## config.mk

```make
export PLATFORM = sky130hd
export DESIGN_NAME = cache_refill
export DESIGN_NICKNAME = d
export VERILOG_FILES = /design/src/rtl/cache_pkg.sv /design/src/rtl/cache_refill.sv
export SDC_FILE = /design/constraint.sdc
export NUM_CORES = 1
export LEC_CHECK = 0
export BUFFER_PORTS_ARGS = -buffer_cell sky130_fd_sc_hd__buf_2
export CAP_MARGIN = 20
export CORE_ASPECT_RATIO = 1.4
export CORE_UTILIZATION = 40
export DETAILED_ROUTE_END_ITERATION = 10
export GPL_ROUTABILITY_DRIVEN = 0
export PLACE_DENSITY = 0.69
export SLEW_MARGIN = 20
export SYNTH_ARGS = -nofsm -noshare
export SYNTH_HDL_FRONTEND = slang
export SYNTH_SLANG_ARGS = --single-unit
```

## constraint.sdc

```tcl
create_clock -name clk -period 4.8 [get_ports clk]
set_input_delay 1.44 -clock clk [delete_from_list [all_inputs] [get_ports clk]]
set_output_delay 1.44 -clock clk [all_outputs]
set_load 0.02 [all_outputs]
```

## src/rtl/cache_pkg.sv

```systemverilog
// rtl/cache_pkg.sv - shared cache geometry, address slicing constants and refill state type
//
// Shared by the refill controller, the tag lookup and the data array.
// Geometry: 32 direct-mapped lines, 22-bit tag, 32-byte (8-word) lines.
package cache_pkg;

    // Field widths of a CPU byte address: {tag, index, word, byte}
    localparam int TAG_W      = 22;
    localparam int IDX_W      = 5;
    localparam int WORD_W     = 3;
    localparam int LINE_WORDS = 1 << WORD_W;

    // Bit positions of the address fields
    localparam int WORD_LSB = 2;
    localparam int IDX_LSB  = WORD_LSB + WORD_W;
    localparam int TAG_LSB  = IDX_LSB + IDX_W;

    // Refill controller states
    typedef enum logic [1:0] {
        IDLE   = 2'd0,
        FETCH  = 2'd1,
        COMMIT = 2'd2,
        DONE   = 2'd3
    } refill_state_t;

endpackage

```

## src/rtl/cache_refill.sv

```systemverilog
// rtl/cache_refill.sv - miss-handling refill controller, write side of the tag store
//
// On a CPU miss, stalls the CPU, reads the 8-word line from memory one word per
// handshake (ascending order), writes each word into the data array, then writes
// the tag and sets the line's valid bit.
//
// Ports:
//   clk, rst                 clock, asynchronous active-high reset
//   cpu_req, addr, miss_in   CPU access and tag-lookup miss flag
//   stall                    CPU hold
//   mem_req, mem_addr        memory read request / word-aligned address
//   mem_ack, mem_rdata       memory read return
//   data_we/idx/word/wdata   data-array write port
//   tag_we/idx/wdata         tag-store write port
//   valid_set                set valid bit of line tag_idx (with tag_we)
module cache_refill #(
    parameter int TAG_W  = cache_pkg::TAG_W,
    parameter int IDX_W  = cache_pkg::IDX_W,
    parameter int WORD_W = cache_pkg::WORD_W
) (
    input  logic              clk,
    input  logic              rst,
    input  logic              cpu_req,
    input  logic [31:0]       addr,
    input  logic              miss_in,
    output logic              stall,
    output logic              mem_req,
    output logic [31:0]       mem_addr,
    input  logic              mem_ack,
    input  logic [31:0]       mem_rdata,
    output logic              data_we,
    output logic [IDX_W-1:0]  data_idx,
    output logic [WORD_W-1:0] data_word,
    output logic [31:0]       data_wdata,
    output logic              tag_we,
    output logic [IDX_W-1:0]  tag_idx,
    output logic [TAG_W-1:0]  tag_wdata,
    output logic              valid_set
);

    import cache_pkg::*;

    localparam int IDX_BASE = WORD_LSB + WORD_W;
    localparam int TAG_BASE = IDX_BASE + IDX_W;

    refill_state_t     state;
    logic [TAG_W-1:0]  r_tag;
    logic [IDX_W-1:0]  r_idx;
    logic [WORD_W-1:0] wc;
    logic [WORD_W-1:0] wc_next;
    logic              miss_start;
    logic              beat;
    logic              last_word;

    // Word and byte offsets never select anything here: the refill always
    // covers the whole line starting at word 0.
    logic unused_addr_bits;
    assign unused_addr_bits = ^addr[IDX_BASE-1:0];

    assign miss_start = (state == IDLE) && cpu_req && miss_in;
    assign beat       = (state == FETCH) && mem_ack;
    assign wc_next    = wc + 1'b1;
    assign last_word  = &wc;

    // Stall rises combinationally on the miss so the CPU holds its access in
    // the very cycle the lookup flags it; DONE releases it so the lookup can
    // re-evaluate against the freshly written tag.
    assign stall = miss_start || (state == FETCH) || (state == COMMIT);

    // Data-array writes follow mem_ack in the same cycle; the port is
    // driven to zero when not writing.
    assign data_we    = beat;
    assign data_idx   = beat ? r_idx : '0;
    assign data_word  = beat ? wc : '0;
    assign data_wdata = beat ? mem_rdata : '0;

    always_ff @(posedge clk or posedge rst) begin
        if (rst) begin
            state     <= IDLE;
            r_tag     <= '0;
            r_idx     <= '0;
            wc        <= '0;
            mem_req   <= 1'b0;
            mem_addr  <= '0;
            tag_we    <= 1'b0;
            valid_set <= 1'b0;
            tag_idx   <= '0;
            tag_wdata <= '0;
        end else begin
            case (state)
                IDLE: begin
                    if (cpu_req && miss_in) begin
                        r_tag    <= addr[TAG_BASE +: TAG_W];
                        r_idx    <= addr[IDX_BASE +: IDX_W];
                        wc       <= '0;
                        mem_req  <= 1'b1;
                        mem_addr <= {addr[TAG_BASE +: TAG_W], addr[IDX_BASE +: IDX_W],
                                     {WORD_W{1'b0}}, 2'b00};
                        state    <= FETCH;
                    end
                end

                FETCH: begin
                    // Address and counter only move after an acknowledged beat.
                    if (mem_ack) begin
                        wc <= wc_next;
                        if (last_word) begin
                            mem_req   <= 1'b0;
                            mem_addr  <= '0;
                            tag_we    <= 1'b1;
                            valid_set <= 1'b1;
                            tag_idx   <= r_idx;
                            tag_wdata <= r_tag;
                            state     <= COMMIT;
                        end else begin
                            mem_addr <= {r_tag, r_idx, wc_next, 2'b00};
                        end
                    end
                end

                COMMIT: begin
                    tag_we    <= 1'b0;
                    valid_set <= 1'b0;
                    tag_idx   <= '0;
                    tag_wdata <= '0;
                    state     <= DONE;
                end

                DONE: begin
                    state <= IDLE;
                end

                default: begin
                    state <= IDLE;
                end
            endcase
        end
    end

endmodule

```

==> qor.yml <==
run_status:
  status: "finished clean"
drt:
  drc: 0
  firstDrtPassIters: 4
  postRouteWirelength_mm: 10.6
  antenna_violating_nets_post_route: 0
  vias: 3404
  avgViaCountPerCell: 5.06
  initialDrtViolationCount: 132
  routed_length_per_placed_instance_um: 15.7
power_and_ir_drop:
  power.density_cell_area_nw_per_um2: 724
  post-layout-total-power_mw: 4.13
  vdd_ir_drop_max_v: 0.000256
  switching_portion_of_total_power_pct: 38.7
  sequentialPowerShare_pct: 32.3
  share_comb_of_total_power_pct: 51.0
  power.share.clock_pct: 16.7
  internal_power_mw: 2.53
  reported_net_switching_power_mw: 1.60
  p_leak_nw: 3.12
final_layout:
  final_common_cell: "sky130_fd_sc_hd__buf_2"
  layout_common_cells: "165 x sky130_fd_sc_hd__buf_2, 90 x sky130_fd_sc_hd__dfrtp_1, 46 x sky130_fd_sc_hd__mux2_2, 40 x sky130_fd_sc_hd__and3_1, 30 x sky130_fd_sc_hd__nor2b_1"
  instances_no_fill: 673
  layout.core_utilization_pct: 52.3
  drive_above_1_share_pct: 50.2
  final_net_count: 602
  final_design_area_no_fill_um2: 5710
  area.sequential_um2: 2250
  area_growth_syn_to_layout_pct: 26.5
  fillerInstances: 995
  multi_input_area_um2: 2020
  insertedDiodeCount: 0
grt:
  first_pass_grt_wire_length_mm: 17.3
  pin_count_of_the_biggest_net_entering_global_routing: 52
  gr-usage-all-layers_pct: 18.8
  grt-ovfl-total: 0
  number_of_antenna_violations_at_the_first_check_in_global_routing: 0
  first_global_vias: 3521
hold_path:
  worstHoldStart: "tag_wdata[17]"
  worstHoldPathType: "reg2reg"
  min_to: "tag_wdata[17]"
  hold_depth: 1
yosys:
  ys_async_sr_fraction_pct: 100
  synth-edff-count: 0
  syn_area_um2: 4510
  synth-seq-cells: 90
  post_synth.cell_area_avg_um2: 12.1
  syn_inst: 374
  ys_warn_count: 0
  post_synth_num_cell_types: 28
  ys_seq_area_share_pct: 49.9
  synth_flop_cell: "sky130_fd_sc_hd__dfrtp_1"
die:
  initial_utilization_pct: 41.3
  fp.dieArea_um2: 11700
  rows: 45
  fp.coreArea_um2: 10900
  ios: 173
  dieWidth_um: 91.8
  die_y_um: 128
critical_path:
  critical_path.endpoint_type: "output port"
  start_kind: "primary input"
  critical_path_maximum_fanout: 44
  worst_r2r_path_depth: 7
  rrSetupSlack_ns: 2.08
  r2r-start: "state[0]"
  timing.setup.critical_path_class: "in2out"
  rr_endpoint: "tag_wdata[5]"
  crit_arrival_ns: 2.44
  required_time_of_the_critical_path_ns: 3.36
cts:
  cts-root-to-sink-buffers: 2
  clk_latency_ns: 0.33
  post_cts.repair.setup_buffers: 0
  cts_tree: "done"
  cts.reportedPaths.clkPinSlew_ns: 0.06
  ctsRootBufferMaster: "sky130_fd_sc_hd__clkbuf_16"
  post_cts.resized_instances: 0
  cts.sinks: 90
  cts_buffers: 9
  clock_tree.htree_level_count: 3
  cts_hold_buf: 0
place:
  pre_cts_ws_ns: 0.925
  dpl.hpwl_mm: 7.35
  port_buf_inserts: 165
  dpl.cell_count: 656
  detailed_place.area_um2: 5410
sta:
  slew_violations: 0
  finClkSkew_ns: 0.00603
  post_route_worst_hold_slack_ns: 0.500
  hold_violations: 0
  slew_headroom_pct: 43.8
  rsz0062_at_grt: "false"
  worst_pin_slew_ns: 0.842
  final-setup-viol-count: 0
  timing.final.crit_period_ns: 3.88
  fmax_mhz: 258
  layout_setup_ws_ns: 0.924
  final.setup.tns_ns: 0
  min_period_over_period_pct: 80.8
run:
  cap_violations: 0
sequential cells by signal, indices dropped and copies added, names as in the netlist:
signal     count
mem_addr      30
mem_req        1
valid_set      1
r_idx          5
r_tag         22
tag_idx        5
tag_wdata     22
state          2
wc             2
Yosys cell counts (2+ instances only):
cell	number	share of area [%]
sky130_fd_sc_hd__inv_1	18	1.5
sky130_fd_sc_hd__nand3b_1	12	2.0
sky130_fd_sc_hd__a21oi_1	2	0.22
sky130_fd_sc_hd__mux2i_1	3	0.67
sky130_fd_sc_hd__buf_6	6	1.5
sky130_fd_sc_hd__mux2_2	46	11
sky130_fd_sc_hd__buf_4	4	0.67
sky130_fd_sc_hd__nand2_1	15	1.2
sky130_fd_sc_hd__nor2b_1	30	4.2
sky130_fd_sc_hd__a22o_1	15	2.9
sky130_fd_sc_hd__ha_1	6	1.7
sky130_fd_sc_hd__and2_1	2	0.28
sky130_fd_sc_hd__buf_2	5	0.55
sky130_fd_sc_hd__clkbuf_1	17	1.4
sky130_fd_sc_hd__o21ai_0	24	2.7
sky130_fd_sc_hd__mux2_4	29	9.6
sky130_fd_sc_hd__dfrtp_1	90	50
sky130_fd_sc_hd__and3_1	40	5.5
worst max-delay path by stage:
| stage | from | to | slack (ns) |
|---|---|---|---|
| global placement | mem_ack | data_wdata[26] | 0.96 |
| finish | mem_ack | data_wdata[26] | 0.92 |
| CTS | mem_ack | data_wdata[26] | 0.92 |
| floorplan | rst | mem_addr[10] | 1.02 |
| global route | mem_ack | data_wdata[30] | 0.87 |
| detailed placement | mem_ack | data_wdata[26] | 0.93 |
critical path, stage by stage:
cell	delay [ns]
sky130_fd_sc_hd__buf_2	0.52
sky130_fd_sc_hd__and3_1	0.28
sky130_fd_sc_hd__buf_2	0.17
power by group through the flow:
stage | Sequential (mW) | Combinational [mW] | Clock (mW)
floorplan | 1.58 | 1.33 | 0
global placement | 1.33 | 2.07 | 0
detailed placement | 1.34 | 2.12 | 0
CTS | 1.34 | 2.12 | 0.705
global route | 1.38 | 2.29 | 0.737
finish | 1.34 | 2.11 | 0.689
per-layer routing:
metal | GRT usage [%] | part of all wire, % | wire (um)
met2 | 35.4 | 52 | 5530
met3 | 3.08 | 5.8 | 615
met1 | 21.7 | 41 | 4310
met5 | 0 | 0 | 0
met4 | 5.51 | 1.1 | 114
layout make-up:
cell class	count	share of cell area [%]
Sequential cell	90	39.4
Clock inverter	4	0.920
Inverter	18	1.21
Timing Repair Buffer	173	15.9
Multi-Input combinational cell	235	35.3
Tap cell	141	3.09
Clock buffer	12	4.14
cell families after synthesis:
logic type	count (synthesis)	synth area share, %
and+or+nand+nor	104	13.9
AOI/OAI and AO/OA	45	7.01
buffers and inverters	50	5.63
DFF	90	49.9
muxes	78	21.8
other	1	0.0831
adders and majority gates	6	1.66
Power figures use the tool's default switching activity.
